===== src/rtl/lpc_encoder_pp_if.sv =====
// Stream bundle for lpc_encoder_pp: input beat handshake plus the coded-block output handshake.
// master = upstream/downstream environment, slave = the encoder.
interface lpc_encoder_pp_if #(
    parameter int unsigned SYM_W         = 8,
    parameter int unsigned SYMS_PER_BEAT = 2,
    parameter int unsigned BEATS         = 4
);
    localparam int unsigned N      = SYMS_PER_BEAT * BEATS;
    localparam int unsigned IN_W   = SYMS_PER_BEAT * SYM_W;
    localparam int unsigned CODE_W = N * SYM_W + N + SYM_W;
    localparam int unsigned CW     = $clog2(BEATS + 1);

    logic [IN_W-1:0]   IN_SOURCE;
    logic              IN_VALID;
    logic              READY;
    logic              T_LAST;
    logic              SAMPLE_LAST;
    logic              FLUSH;
    logic              OUT_VALID;
    logic [CODE_W-1:0] OUT_CODED;
    logic [BEATS-1:0]  OUT_LAST;
    logic [CW-1:0]     OUT_USER;
    logic              T_READY;

    modport master (
        output IN_SOURCE, IN_VALID, T_LAST, SAMPLE_LAST, FLUSH, T_READY,
        input  READY, OUT_VALID, OUT_CODED, OUT_LAST, OUT_USER
    );

    modport slave (
        input  IN_SOURCE, IN_VALID, T_LAST, SAMPLE_LAST, FLUSH, T_READY,
        output READY, OUT_VALID, OUT_CODED, OUT_LAST, OUT_USER
    );
endinterface


===== src/rtl/lpc_encoder_pp.sv =====
// 2D-parity block encoder: assembles BEATS beats into a block, adds row/column parity,
// and hands the block to a separate output register so input can continue under backpressure.
module lpc_encoder_pp #(
    parameter int unsigned SYM_W         = 8,
    parameter int unsigned SYMS_PER_BEAT = 2,
    parameter int unsigned BEATS         = 4,
    parameter bit          ODD           = 1'b0
) (
    input logic               ACLK,
    input logic               ARESET,
    lpc_encoder_pp_if.slave   bus
);
    localparam int unsigned N      = SYMS_PER_BEAT * BEATS;
    localparam int unsigned IN_W   = SYMS_PER_BEAT * SYM_W;
    localparam int unsigned DATA_W = N * SYM_W;
    localparam int unsigned CODE_W = DATA_W + N + SYM_W;
    localparam int unsigned CW     = $clog2(BEATS + 1);

    // Assembly buffer; parities are kept as even parity, ODD is applied on transfer.
    logic [DATA_W-1:0] data_q, data_d;
    logic [N-1:0]      rowp_q, rowp_d;
    logic [SYM_W-1:0]  colp_q, colp_d;
    logic [CW-1:0]     cnt_q, cnt_d;
    logic [BEATS-1:0]  last_q, last_d;
    logic              held_q, held_d;
    logic              ready_q, ready_d;

    logic              out_valid_q, out_valid_d;
    logic [CODE_W-1:0] out_coded_q, out_coded_d;
    logic [BEATS-1:0]  out_last_q, out_last_d;
    logic [CW-1:0]     out_user_q, out_user_d;

    logic [DATA_W-1:0]        data_m;
    logic [N-1:0]             rowp_m;
    logic [SYM_W-1:0]         colp_m;
    logic [BEATS-1:0]         last_m;
    logic [SYMS_PER_BEAT-1:0] beat_rowp;
    logic [SYM_W-1:0]         beat_colp;

    logic accept, complete, out_fire, out_free;

    assign accept   = bus.IN_VALID & ready_q;
    assign complete = accept & (bus.T_LAST | (cnt_q == CW'(BEATS - 1)));
    assign out_fire = out_valid_q & bus.T_READY;
    assign out_free = ~out_valid_q | bus.T_READY;

    // Buffer contents with the current beat merged into its slots.
    always_comb begin
        beat_rowp = '0;
        beat_colp = '0;
        for (int s = 0; s < SYMS_PER_BEAT; s++) begin
            beat_rowp[s] = ^bus.IN_SOURCE[s*SYM_W +: SYM_W];
            beat_colp    = beat_colp ^ bus.IN_SOURCE[s*SYM_W +: SYM_W];
        end
        data_m = data_q;
        rowp_m = rowp_q;
        colp_m = colp_q ^ beat_colp;
        last_m = last_q;
        for (int b = 0; b < BEATS; b++) begin
            if (cnt_q == CW'(b)) begin
                data_m[(BEATS-1-b)*IN_W +: IN_W]                   = bus.IN_SOURCE;
                rowp_m[(BEATS-1-b)*SYMS_PER_BEAT +: SYMS_PER_BEAT] = beat_rowp;
                last_m[b]                                          = bus.SAMPLE_LAST;
            end
        end
    end

    always_comb begin
        data_d      = data_q;
        rowp_d      = rowp_q;
        colp_d      = colp_q;
        cnt_d       = cnt_q;
        last_d      = last_q;
        held_d      = held_q;
        out_valid_d = out_valid_q;
        out_coded_d = out_coded_q;
        out_last_d  = out_last_q;
        out_user_d  = out_user_q;

        if (out_fire) begin
            out_valid_d = 1'b0;
        end

        if (held_q) begin
            if (out_fire) begin
                out_valid_d = 1'b1;
                out_coded_d = {data_q, rowp_q ^ {N{ODD}}, colp_q ^ {SYM_W{ODD}}};
                out_last_d  = last_q;
                out_user_d  = cnt_q;
                data_d      = '0;
                rowp_d      = '0;
                colp_d      = '0;
                cnt_d       = '0;
                last_d      = '0;
                held_d      = 1'b0;
            end
        end else if (accept) begin
            if (complete && out_free) begin
                out_valid_d = 1'b1;
                out_coded_d = {data_m, rowp_m ^ {N{ODD}}, colp_m ^ {SYM_W{ODD}}};
                out_last_d  = last_m;
                out_user_d  = cnt_q + CW'(1);
                data_d      = '0;
                rowp_d      = '0;
                colp_d      = '0;
                cnt_d       = '0;
                last_d      = '0;
            end else begin
                // Held blocks keep cnt = real beat count so it becomes OUT_USER on transfer.
                data_d = data_m;
                rowp_d = rowp_m;
                colp_d = colp_m;
                last_d = last_m;
                cnt_d  = cnt_q + CW'(1);
                held_d = complete;
            end
        end

        if (bus.FLUSH) begin
            data_d      = '0;
            rowp_d      = '0;
            colp_d      = '0;
            cnt_d       = '0;
            last_d      = '0;
            held_d      = 1'b0;
            out_valid_d = 1'b0;
            out_coded_d = '0;
            out_last_d  = '0;
            out_user_d  = '0;
        end

        ready_d = ~held_d;
    end

    always_ff @(posedge ACLK or posedge ARESET) begin
        if (ARESET) begin
            data_q      <= '0;
            rowp_q      <= '0;
            colp_q      <= '0;
            cnt_q       <= '0;
            last_q      <= '0;
            held_q      <= 1'b0;
            ready_q     <= 1'b1;
            out_valid_q <= 1'b0;
            out_coded_q <= '0;
            out_last_q  <= '0;
            out_user_q  <= '0;
        end else begin
            data_q      <= data_d;
            rowp_q      <= rowp_d;
            colp_q      <= colp_d;
            cnt_q       <= cnt_d;
            last_q      <= last_d;
            held_q      <= held_d;
            ready_q     <= ready_d;
            out_valid_q <= out_valid_d;
            out_coded_q <= out_coded_d;
            out_last_q  <= out_last_d;
            out_user_q  <= out_user_d;
        end
    end

    assign bus.READY     = ready_q;
    assign bus.OUT_VALID = out_valid_q;
    assign bus.OUT_CODED = out_coded_q;
    assign bus.OUT_LAST  = out_last_q;
    assign bus.OUT_USER  = out_user_q;
endmodule

===== src/flat_wrapper.sv =====
// flat-port wrapper written by rule: the top's interface ports become plain ports
module lpc_encoder_pp_flat 
#(
    parameter int unsigned SYM_W         = 8,
    parameter int unsigned SYMS_PER_BEAT = 2,
    parameter int unsigned BEATS         = 4,
    parameter bit          ODD           = 1'b0
)
  (ACLK, ARESET, bus_IN_SOURCE, bus_IN_VALID, bus_T_LAST, bus_SAMPLE_LAST, bus_FLUSH, bus_T_READY, bus_READY, bus_OUT_VALID, bus_OUT_CODED, bus_OUT_LAST, bus_OUT_USER);
  lpc_encoder_pp_if #(.SYM_W(SYM_W), .SYMS_PER_BEAT(SYMS_PER_BEAT), .BEATS(BEATS)) bus_i ();
  input logic ACLK;
  input logic ARESET;
  input wire logic [$bits(bus_i.IN_SOURCE)-1:0] bus_IN_SOURCE;
  input wire logic [$bits(bus_i.IN_VALID)-1:0] bus_IN_VALID;
  input wire logic [$bits(bus_i.T_LAST)-1:0] bus_T_LAST;
  input wire logic [$bits(bus_i.SAMPLE_LAST)-1:0] bus_SAMPLE_LAST;
  input wire logic [$bits(bus_i.FLUSH)-1:0] bus_FLUSH;
  input wire logic [$bits(bus_i.T_READY)-1:0] bus_T_READY;
  output wire logic [$bits(bus_i.READY)-1:0] bus_READY;
  output wire logic [$bits(bus_i.OUT_VALID)-1:0] bus_OUT_VALID;
  output wire logic [$bits(bus_i.OUT_CODED)-1:0] bus_OUT_CODED;
  output wire logic [$bits(bus_i.OUT_LAST)-1:0] bus_OUT_LAST;
  output wire logic [$bits(bus_i.OUT_USER)-1:0] bus_OUT_USER;
  assign bus_i.IN_SOURCE = bus_IN_SOURCE;
  assign bus_i.IN_VALID = bus_IN_VALID;
  assign bus_i.T_LAST = bus_T_LAST;
  assign bus_i.SAMPLE_LAST = bus_SAMPLE_LAST;
  assign bus_i.FLUSH = bus_FLUSH;
  assign bus_i.T_READY = bus_T_READY;
  assign bus_READY = bus_i.READY;
  assign bus_OUT_VALID = bus_i.OUT_VALID;
  assign bus_OUT_CODED = bus_i.OUT_CODED;
  assign bus_OUT_LAST = bus_i.OUT_LAST;
  assign bus_OUT_USER = bus_i.OUT_USER;
  lpc_encoder_pp #(.SYM_W(SYM_W), .SYMS_PER_BEAT(SYMS_PER_BEAT), .BEATS(BEATS), .ODD(ODD)) u_core (.ACLK(ACLK), .ARESET(ARESET), .bus(bus_i));
endmodule

===== config.mk =====
export PLATFORM = sky130hd
export DESIGN_NAME = lpc_encoder_pp_flat
export DESIGN_NICKNAME = d
export VERILOG_FILES = /design/src/rtl/lpc_encoder_pp_if.sv /design/src/rtl/lpc_encoder_pp.sv /design/src/flat_wrapper.sv
export SDC_FILE = /design/constraint.sdc
export NUM_CORES = 1
export LEC_CHECK = 0
export CAP_MARGIN = 20
export CORE_UTILIZATION = 55
export CTS_CLUSTER_DIAMETER = 120
export CTS_CLUSTER_SIZE = 24
export DETAILED_ROUTE_END_ITERATION = 16
export HOLD_SLACK_MARGIN = 0.06
export PLACE_DENSITY_LB_ADDON = 0.25
export SLEW_MARGIN = 20
export SYNTH_ARGS = -nofsm -noshare
export SYNTH_HDL_FRONTEND = slang
export SYNTH_SLANG_ARGS = --single-unit

===== constraint.sdc =====
create_clock -name ACLK -period 10 [get_ports ACLK]
set_input_delay 2 -clock ACLK [delete_from_list [all_inputs] [get_ports ACLK]]
set_output_delay 2 -clock ACLK [all_outputs]
set_load 0.005 [all_outputs]

==> results of run 1 <==
==> worst max path at each step <==
| stage | end | depth (start not counted) | startpoint |
|---|---|---|---|
| 2_1_floorplan | u_core.bus.OUT_CODED[0] | 1 | ARESET |
| 3_3_place_gp | u_core.bus.OUT_CODED[8] | 5 | bus_T_READY |
| 3_5_place_dp | u_core.bus.OUT_CODED[14] | 5 | bus_T_LAST |
| 4_1_cts | u_core.bus.OUT_CODED[14] | 5 | bus_T_LAST |
| 5_1_grt | u_core.bus.OUT_CODED[14] | 5 | bus_T_LAST |
| 6_report | u_core.bus.OUT_CODED[14] | 5 | bus_T_LAST |
==> layout by cell type (no fill, tap or decap), types with 5 or more instances in the layout <==
cell,Yosys,routed
sky130_fd_sc_hd__nor2_1,20,20
sky130_fd_sc_hd__clkbuf_16,0,17
sky130_fd_sc_hd__clkdlybuf4s50_1,0,111
sky130_fd_sc_hd__o221ai_1,8,8
sky130_fd_sc_hd__clkbuf_8,0,5
sky130_fd_sc_hd__inv_1,8,7
sky130_fd_sc_hd__xnor2_1,30,30
sky130_fd_sc_hd__dfrtp_1,176,176
sky130_fd_sc_hd__o21ai_0,11,11
sky130_fd_sc_hd__clkbuf_1,9,5
sky130_fd_sc_hd__o2bb2ai_1,38,38
sky130_fd_sc_hd__o21ai_2,5,5
sky130_fd_sc_hd__ha_1,5,5
sky130_fd_sc_hd__o2bb2ai_2,40,40
sky130_fd_sc_hd__nand2_1,15,15
sky130_fd_sc_hd__a21o_1,8,8
sky130_fd_sc_hd__mux2i_1,69,69
sky130_fd_sc_hd__a22o_1,85,85
==> logic make-up after synthesis <==
kind of cell / Yosys count
AOI/OAI and AO/OA: 208
xor gates and xnor gates: 33
adders and majority gates: 5
buffers and inverters: 67
DFF: 177
muxes: 69
and+or+nand+nor: 54
==> cells in the mapped netlist, types with 3 or more instances <==
master / instances / area share [%]
sky130_fd_sc_hd__nor2b_1: 5 / 0.39
sky130_fd_sc_hd__ha_1: 5 / 0.77
sky130_fd_sc_hd__dfrtp_1: 176 / 54
sky130_fd_sc_hd__xnor2_1: 30 / 3.2
sky130_fd_sc_hd__mux2i_1: 69 / 8.5
sky130_fd_sc_hd__nand2_1: 15 / 0.69
sky130_fd_sc_hd__o221ai_1: 8 / 0.86
sky130_fd_sc_hd__a21oi_1: 3 / 0.18
sky130_fd_sc_hd__o21ai_0: 11 / 0.68
sky130_fd_sc_hd__and2_1: 3 / 0.23
sky130_fd_sc_hd__buf_6: 6 / 0.83
sky130_fd_sc_hd__a22o_1: 85 / 9.2
sky130_fd_sc_hd__buf_2: 31 / 1.9
sky130_fd_sc_hd__o2bb2ai_2: 40 / 7.4
sky130_fd_sc_hd__or2_0: 4 / 0.31
sky130_fd_sc_hd__nor2_1: 20 / 0.92
sky130_fd_sc_hd__nor2_2: 4 / 0.31
sky130_fd_sc_hd__a21o_1: 8 / 0.74
sky130_fd_sc_hd__buf_1: 3 / 0.14
sky130_fd_sc_hd__xor2_1: 3 / 0.32
sky130_fd_sc_hd__clkbuf_1: 9 / 0.42
sky130_fd_sc_hd__o2bb2ai_1: 38 / 4.1
sky130_fd_sc_hd__inv_1: 8 / 0.37
sky130_fd_sc_hd__buf_4: 10 / 0.92
sky130_fd_sc_hd__o21ai_2: 5 / 0.54
==> metal layers <==
metal | part of all wire (%) | track usage (%)
met5 | 0 | 0
met4 | 2.4 | 10.3
met2 | 48 | 43.0
met3 | 5.1 | 5.81
met1 | 45 | 38.7
==> cell type report <==
type / instances / area (um^2)
clock inverter: 4 / 72.6
fill: 1040 / 4710
tap: 184 / 230
timing repair buffer: 114 / 1140
sequential: 177 / 4430
multi-input combinational: 369 / 3350
inverter: 8 / 35.0
clock buffer: 27 / 513
==> report_power, final <==
group | switching [mW] | total, mW | leakage (nW) | internal (mW)
Clock | 0.263 | 0.662 | 0.284 | 0.400
Combinational | 0.174 | 0.310 | 1.44 | 0.136
Sequential | 0.0337 | 0.794 | 2.43 | 0.761
Total | 0.470 | 1.77 | 4.16 | 1.30
==> state kept, by name (all words and copies together), names as in the netlist <==
signal and cells:
u_core.last_q 4, u_core.cnt_q 3, u_core.bus.READY 1, u_core.bus.OUT_USER 3, u_core.bus.OUT_VALID 1, u_core.bus.OUT_CODED 80, u_core.bus.OUT_LAST 4, u_core.colp_q 8
u_core.data_q 64, u_core.held_q 1, u_core.rowp_q 8
==> flow_metrics.py, run 1 <==
metrics = {
    "run_status": {
        "outcome": "complete, but fails checks",
        "violated_checks": "DRC",
    },
    "timing": {
        "worstMarginPinSlew_ps": 1090,
        "layout_min_cycle_time_ps": 4270,
        "report.final.hold_viol_count": 0,
        "final.setup.tns_ps": 0,
        "setup_slack_ps": 5730,
        "finalCritPeriodShare_pct": 42.7,
        "fmax_ghz": 0.234,
        "grt_setup_unrepaired": "no",
        "timing_max_transition_violations_final": 0,
        "whs_ps": 490,
        "setup_viol_count_final": 0,
        "clock_skew_ps": 7.24,
        "worst_relative_slew_slack_pct": 27.7,
    },
    "synth": {
        "number_of_flops_mapped_to_enable_cells_by_yosys": 0,
        "synthesis.area_um2": 8120,
        "synthAdderAreaFrac_pct": 0.770,
        "yosys.area_share.xor_xnor_pct": 3.56,
        "synth_top_family_by_area": "compound AO/OA/AOI/OAI gates",
        "synth_warnings": 0,
        "synth-seq-area-share_pct": 54.6,
        "number_of_distinct_library_cells_after_synthesis": 39,
        "asyncSetResetFlopFracSynth_pct": 100,
        "synth.ff_latch_count": 177,
        "synth_simple_gate_area_share_pct": 3.16,
        "avgSynthCellArea_um2": 13.2,
        "synth.area.mux_share_pct": 8.50,
        "nets_in_the_synthesized_netlist": 641,
        "netlist_instances": 613,
        "ys_dominant_reg_cell": "sky130_fd_sc_hd__dfrtp_1",
        "compound_gate_fraction_of_synth_area_pct": 24.9,
    },
    "floorplan": {
        "fp-row-count": 44,
        "die_height_um": 124,
        "floorplan.initialDensity_pct": 56.1,
        "floorplan.die.width_um": 124,
        "overall_die_area_um2": 15300,
        "top_level_ports": 112,
        "core_region_area_um2": 14500,
    },
    "final_layout": {
        "insertedDiodeCount": 0,
        "layout-drive-gt1-share_pct": 12.4,
        "fin_nets": 715,
        "layout-area-overhead-vs-synth_pct": 20.2,
        "final_core_util_pct": 67.4,
        "finish.instance_area_um2": 9770,
        "stdcell_count": 883,
    },
    "placement": {
        "gp_congestion": 0.814,
        "place.port_buffers": 111,
        "placed_cells": 852,
        "post-dp-hpwl_um": 12100,
        "dpl_worst_slack_ps": 5290,
        "detailed_place.area_um2": 9170,
    },
    "grt": {
        "wire_length_of_the_first_global_routing_pass_um": 31100,
        "grt_max_degree": 93,
        "grtUsageTotal_pct": 27.8,
        "globalRouteOverflowTotal": 0,
        "antenna_found_initial": 0,
        "first_global_vias": 5477,
    },
    "route": {
        "firstDrtPassIters": 11,
        "wl_per_cell_um": 22.3,
        "route.detailed.vias_per_inst": 6.24,
        "detail-route-antenna-nets": 0,
        "detailroute.via_count": 5506,
        "first_iter_violations": 354,
        "drcViolationCount": 1,
        "drt_wl_total_um": 19700,
    },
    "clock_tree": {
        "cts-hold-fix-buffers": 0,
        "cts_tree": "built",
        "cts_htree_levels": 4,
        "cts_setup_buffers": 0,
        "clock-root-buffer": "sky130_fd_sc_hd__clkbuf_16",
        "cts.clk_slew.worst_paths_ps": 60,
        "cts_resized": 0,
        "tritoncts.num_buffers": 17,
        "clock_latency_on_the_worst_skew_pair_ps": 430,
        "cts-root-to-sink-buffers": 2,
        "cts_sinks": 177,
    },
    "hold_path": {
        "hold_path.startpoint": "u_core.bus.OUT_CODED[57]",
        "hold_path.class": "flop to flop",
        "whs_endpoint": "u_core.bus.OUT_CODED[57]",
        "worst_hold_path.num_cells": 1,
    },
    "pwr": {
        "ir_drop_mv": 0.125,
        "powerDensity_nw_per_um2": 181,
        "total_power_mw": 1.77,
        "cellLeakagePower_nw": 4.16,
    },
    "critical_path": {
        "critPathBufInv": 2,
        "type_of_the_worst_setup_path": "input pin to flop",
        "critical_path_peak_fanout": 52,
        "critical_path.endpoint_type": "flop",
        "worst_ep_required_time_ps": 10270,
        "crit_family": "compound AO/OA/AOI/OAI gates",
        "end_of_the_worst_register_to_register_path": "u_core.bus.OUT_CODED[14]",
        "critical_path.max_stage_delay_ps": 870,
        "reg2reg_setup_slack_ps": 6770,
        "cp.arrival_ps": 4540,
        "cell_with_the_biggest_individual_delay_on_the_critical_path": "sky130_fd_sc_hd__a2111o_2",
        "worstReg2RegStart": "u_core.cnt_q[0]",
        "cp-start-kind": "input pin",
        "worst_r2r_path_depth": 6,
        "timing.critical_path.cells": "clkdlybuf4s50_1, o211ai_2, a2111o_2, buf_4, o221ai_1",
    },
    "run": {
        "timing.max_cap.violations": 0,
    },
}
Note: power is estimated with default switching activity, not from simulation.
==> run 2: changes to the inputs <==
- CORE_UTILIZATION: 55 -> 50
- clock period: 10 -> 3.5 ns (I/O delays scaled with it)
==> flow_metrics.py, run 2 (synthesized netlist as in run 1, its figures left out) <==
metrics = {
    "timing": {
        "timing_max_transition_violations_final": 0,
        "final.setup.tns_ps": 0,
        "whs_ps": 489,
        "report.final.hold_viol_count": 0,
        "worstMarginPinSlew_ps": 798,
        "layout_min_cycle_time_ps": 2610,
        "fmax_ghz": 0.383,
        "setup_viol_count_final": 0,
        "grt_setup_unrepaired": "no",
        "worst_relative_slew_slack_pct": 46.8,
        "clock_skew_ps": 9.56,
        "finalCritPeriodShare_pct": 74.6,
    },
    "grt": {
        "gr-usage-met3_pct": 5.16,
        "antenna_found_initial": 0,
        "use_met1_pct": 35.4,
        "wire_length_of_the_first_global_routing_pass_um": 32100,
        "top_usage_layer": "met2",
        "first_global_vias": 5796,
        "globalRouteOverflowTotal": 0,
        "grt_use_met2_pct": 40.8,
        "grtUsageTotal_pct": 25.8,
        "grt_max_degree": 99,
    },
    "hold_path": {
        "hold_path.class": "flop to flop",
        "worst_hold_path.num_cells": 1,
        "whs_endpoint": "u_core.bus.OUT_CODED[77]",
        "hold_path.startpoint": "u_core.bus.OUT_CODED[77]",
    },
    "critical_path": {
        "critical_path.endpoint_type": "flop",
        "end_of_the_worst_register_to_register_path": "u_core.bus.OUT_CODED[39]",
        "critical_path_peak_fanout": 40,
        "reg2reg_setup_slack_ps": 890,
        "timing.critical_path.cells": "and3b_1, a311o_1, nand2_4, buf_12, o2bb2ai_2",
        "cp-start-kind": "flop",
        "critPathLaunch": "u_core.held_q",
        "worst_ep_required_time_ps": 3850,
        "critical_path.max_stage_delay_ps": 860,
        "worst_r2r_path_depth": 5,
        "cp.arrival_ps": 2960,
        "type_of_the_worst_setup_path": "flop to flop",
        "worstReg2RegStart": "u_core.held_q",
        "cell_with_the_biggest_individual_delay_on_the_critical_path": "sky130_fd_sc_hd__dfrtp_1",
    },
    "pwr": {
        "powerDensity_nw_per_um2": 520,
        "cellLeakagePower_nw": 4.35,
        "ir_drop_mv": 0.369,
    },
    "clock_tree": {
        "cts-root-to-sink-buffers": 2,
        "cts_resized": 0,
        "clock-root-buffer": "sky130_fd_sc_hd__clkbuf_16",
        "cts.clk_slew.worst_paths_ps": 60,
        "cts_tree": "built",
        "cts-hold-fix-buffers": 0,
        "cts_htree_levels": 4,
        "cts_setup_buffers": 0,
        "cts_sinks": 177,
        "clock_latency_on_the_worst_skew_pair_ps": 430,
        "tritoncts.num_buffers": 17,
    },
    "run_status": {
        "outcome": "completed",
    },
    "route": {
        "detailroute.via_count": 5605,
        "drt_wl_total_um": 20400,
        "route.detailed.vias_per_inst": 5.92,
        "first_iter_violations": 431,
        "wl_per_cell_um": 21.5,
        "detail-route-antenna-nets": 0,
        "firstDrtPassIters": 5,
        "drcViolationCount": 0,
    },
    "floorplan": {
        "core_region_area_um2": 15900,
        "die_height_um": 129,
        "floorplan.initialDensity_pct": 51.1,
        "top_level_ports": 112,
        "overall_die_area_um2": 16800,
        "fp-row-count": 46,
        "floorplan.die.width_um": 129,
    },
    "final_layout": {
        "layout-drive-gt1-share_pct": 16.7,
        "layout.cells.most_common": "sky130_fd_sc_hd__dfrtp_1",
        "largest_register_ff_count": 80,
        "layout-area-overhead-vs-synth_pct": 24.5,
        "commonest_cells_after_routing_fill_and_taps_aside": "sky130_fd_sc_hd__dfrtp_1 (176), sky130_fd_sc_hd__clkdlybuf4s50_1 (111), sky130_fd_sc_hd__a22o_1 (85)",
        "final_layout_fill_cell_count": 1226,
        "insertedDiodeCount": 0,
        "fin_nets": 746,
    },
    "run": {
        "timing.max_cap.violations": 0,
    },
    "placement": {
        "post-dp-hpwl_um": 13300,
        "place.port_buffers": 111,
        "gp_congestion": 0.778,
    },
}
==> run 2: cell count changes in the layout (fill, tap and decap cells not counted), moves of 2 or more <==
cell / previous run / this run
sky130_fd_sc_hd__buf_4: 2 / 31
sky130_fd_sc_hd__clkbuf_1: 5 / 1
sky130_fd_sc_hd__buf_12: 0 / 3
sky130_fd_sc_hd__bufinv_16: 2 / 4
sky130_fd_sc_hd__clkinv_2: 1 / 3
==> run 2: layout make-up <==
cell class | count | area [um^2] | share of cell area (%)
Inverter | 8 | 33.8 | 0.334
Timing Repair Buffer | 145 | 1400 | 13.9
Tap cell | 216 | 270 | 2.67
Clock inverter | 9 | 153 | 1.51
Multi-Input combinational cell | 369 | 3330 | 33.0
Clock buffer | 22 | 484 | 4.79
Sequential cell | 177 | 4430 | 43.8
==> run 2: layer usage <==
layer | vias up | wire, um
met1 | 2896 | 9440
met5 | - | 0
met2 | 181 | 9630
met4 | 0 | 458
li1 | 2497 | -
met3 | 31 | 830
==> run 2: critical path, delay by kind of cell (launching register included) <==
kind / cells / cell delay [ps]
flip-flops: 1 / 860
AO/OA/AOI/OAI: 2 / 570
buffers and inverters: 1 / 330
AND/OR/NAND/NOR: 2 / 730
==> run 2: how the worst max path moves through the flow <==
stage / endpoint / slack, ps
floorplan: u_core.bus.OUT_CODED[0] / 530
global placement: u_core.bus.OUT_CODED[42] / 670
detailed placement: u_core.bus.OUT_CODED[39] / 560
CTS: u_core.bus.OUT_CODED[39] / 890
global route: u_core.bus.OUT_CODED[39] / 780
finish: u_core.bus.OUT_CODED[39] / 890
==> run 2: stage by stage <==
step           cell area (um^2)  cells  total power, mW  worst slack [ps]  util [%]
6_report                  10100    946             5.25               889      63.6
5_1_grt                   10100    946             5.43               783      63.6
4_1_cts                   10100    946             5.27               886      63.6
3_5_place_dp               9470    915             3.23               563      59.6
3_3_place_gp               9470    915             3.21               668      59.6
2_1_floorplan              8130    613             2.88               534         -
==> run 2: power breakdown <==
part	internal, mW	switching [mW]	leakage, nW
sequential	2.17	0.0977	2.43
combinational	0.421	0.515	1.60
clock	1.27	0.780	0.316
total	3.86	1.39	4.35
==> run 3: changes to the inputs <==
- clock period: 3.5 -> 2.35 ns (I/O delays scaled with it)
==> flow_metrics.py, run 3 (synthesized netlist as in run 1, its figures left out) <==
metrics = {
    "grt": {
        "first_global_vias": 5841,
        "antenna_found_initial": 0,
        "grt_max_degree": 82,
        "wire_length_of_the_first_global_routing_pass_um": 32900,
        "globalRouteOverflowTotal": 0,
        "grtUsageTotal_pct": 26.1,
    },
    "timing": {
        "layout_min_cycle_time_ps": 2400,
        "clock_skew_ps": 8.09,
        "finalCritPeriodShare_pct": 102,
        "timing_max_transition_violations_final": 0,
        "report.final.hold_viol_count": 0,
        "worstMarginPinSlew_ps": 779,
        "fmax_ghz": 0.417,
        "setup_viol_count_final": 26,
        "setup_slack_ps": -50.7,
        "final.setup.tns_ps": -678,
        "worst_relative_slew_slack_pct": 48.0,
        "grt_setup_unrepaired": "yes",
    },
    "critical_path": {
        "type_of_the_worst_setup_path": "flop to flop",
        "worst_ep_required_time_ps": 2710,
        "cp.arrival_ps": 2760,
        "critical_path_peak_fanout": 19,
        "cp-start-kind": "flop",
        "critical_path.endpoint_type": "flop",
        "worstReg2RegStart": "u_core.cnt_q[0]",
        "critPathLaunch": "u_core.cnt_q[0]",
    },
    "clock_tree": {
        "cts_setup_buffers": 0,
        "cts_htree_levels": 4,
        "cts-hold-fix-buffers": 0,
        "clock_latency_on_the_worst_skew_pair_ps": 430,
        "cts_tree": "built",
        "tritoncts.num_buffers": 17,
        "cts-root-to-sink-buffers": 2,
        "cts.clk_slew.worst_paths_ps": 60,
        "clock-root-buffer": "sky130_fd_sc_hd__clkbuf_16",
        "cts_sinks": 177,
    },
    "floorplan": {
        "overall_die_area_um2": 16800,
        "top_level_ports": 112,
        "core_region_area_um2": 15900,
        "die_height_um": 129,
        "fp-row-count": 46,
        "floorplan.die.width_um": 129,
        "floorplan.initialDensity_pct": 51.1,
    },
    "final_layout": {
        "finish.instance_area_um2": 10200,
        "layout-area-overhead-vs-synth_pct": 25.9,
        "insertedDiodeCount": 0,
        "final_core_util_pct": 64.4,
        "layout-drive-gt1-share_pct": 18.2,
        "layout.cells.most_common": "sky130_fd_sc_hd__dfrtp_1",
        "commonest_cells_after_routing_fill_and_taps_aside": "sky130_fd_sc_hd__dfrtp_1 (176), sky130_fd_sc_hd__clkdlybuf4s50_1 (111), sky130_fd_sc_hd__a22o_1 (85)",
        "fin_nets": 762,
        "largest_register_ff_count": 80,
    },
    "run": {
        "timing.max_cap.violations": 0,
    },
    "route": {
        "route.detailed.vias_per_inst": 5.87,
        "firstDrtPassIters": 7,
        "detailroute.via_count": 5648,
        "wl_per_cell_um": 21.3,
        "first_iter_violations": 391,
        "drt_wl_total_um": 20500,
        "drcViolationCount": 0,
        "detail-route-antenna-nets": 0,
    },
    "pwr": {
        "powerDensity_nw_per_um2": 742,
        "ir_drop_mv": 0.574,
        "cellLeakagePower_nw": 4.41,
    },
    "placement": {
        "post-dp-hpwl_um": 13800,
        "gp_congestion": 0.844,
        "place.port_buffers": 111,
        "detailed_place.area_um2": 9650,
    },
    "hold_path": {
        "hold_path.class": "input pin to asynchronous set/reset pin",
    },
    "run_status": {
        "violated_checks": "setup timing",
        "outcome": "complete, but fails checks",
    },
}
[run 3: final cells by class]
type | instances | area [um^2]
clock inverters | 10 | 113
inverters | 8 | 33.8
flip-flops and latches | 177 | 4430
clock buffers | 21 | 450
repair buffers | 161 | 1590
well taps | 216 | 270
multi-input cells | 369 | 3340
fillers | 1222 | 5660
[run 3: stage by stage]
stage	std cells	hold slack (ps)	total power, mW	worst slack, ps
2_1_floorplan	613	465	4.29	-386
3_3_place_gp	931	475	4.86	-58.5
3_5_place_dp	931	473	4.89	-106
4_1_cts	962	327	7.64	-1.69
5_1_grt	962	341	7.89	-164
6_report	962	336	7.59	-50.7
[run 3: timing repair]
item                                   in CTS  in global routing
gates resized for setup                     1                  1
gates cloned                                0                  0
endpoints found under the hold margin       0                  0
setup endpoints to repair                   5                 57
[run 3: power breakdown]
group	leakage [nW]	switching, mW	internal [mW]
clock	0.273	1.16	1.58
combinational	1.70	0.783	0.691
sequential	2.43	0.138	3.24
[run 3: final timing paths]
| kind | endpoint | slack (ps) | cells past startpoint |
|---|---|---|---|
| worst max-delay path | u_core.data_q[23] | -50 | 6 |
| worst min-delay path | u_core.bus.OUT_CODED[58] | 340 | 2 |
| worst max register to register | u_core.data_q[23] | -50 | 6 |
| worst min register to register | u_core.bus.OUT_CODED[62] | 490 | 1 |
| max in group asynchronous | u_core.bus.OUT_CODED[22] | 1330 | 3 |
| min in group ACLK | u_core.bus.OUT_CODED[62] | 490 | 1 |
[run 3: routing by layer]
metal | vias to the layer above | global-route usage, % | wire, um
met1 | 2930 | 36.2 | 9390
met2 | 179 | 42.9 | 10000
met5 | - | 0 | 0
met3 | 16 | 4.09 | 835
met4 | 0 | 7.25 | 202
li1 | 2523 | - | -
[run 3: worst max-delay path, cell delays in order, from the launching register on]
cell                        delay, ps
sky130_fd_sc_hd__dfrtp_1          390
sky130_fd_sc_hd__ha_1             200
sky130_fd_sc_hd__ha_1             220
sky130_fd_sc_hd__o211ai_2         240
sky130_fd_sc_hd__o2111ai_2        290
sky130_fd_sc_hd__nor2_2           710
sky130_fd_sc_hd__a22o_1           270
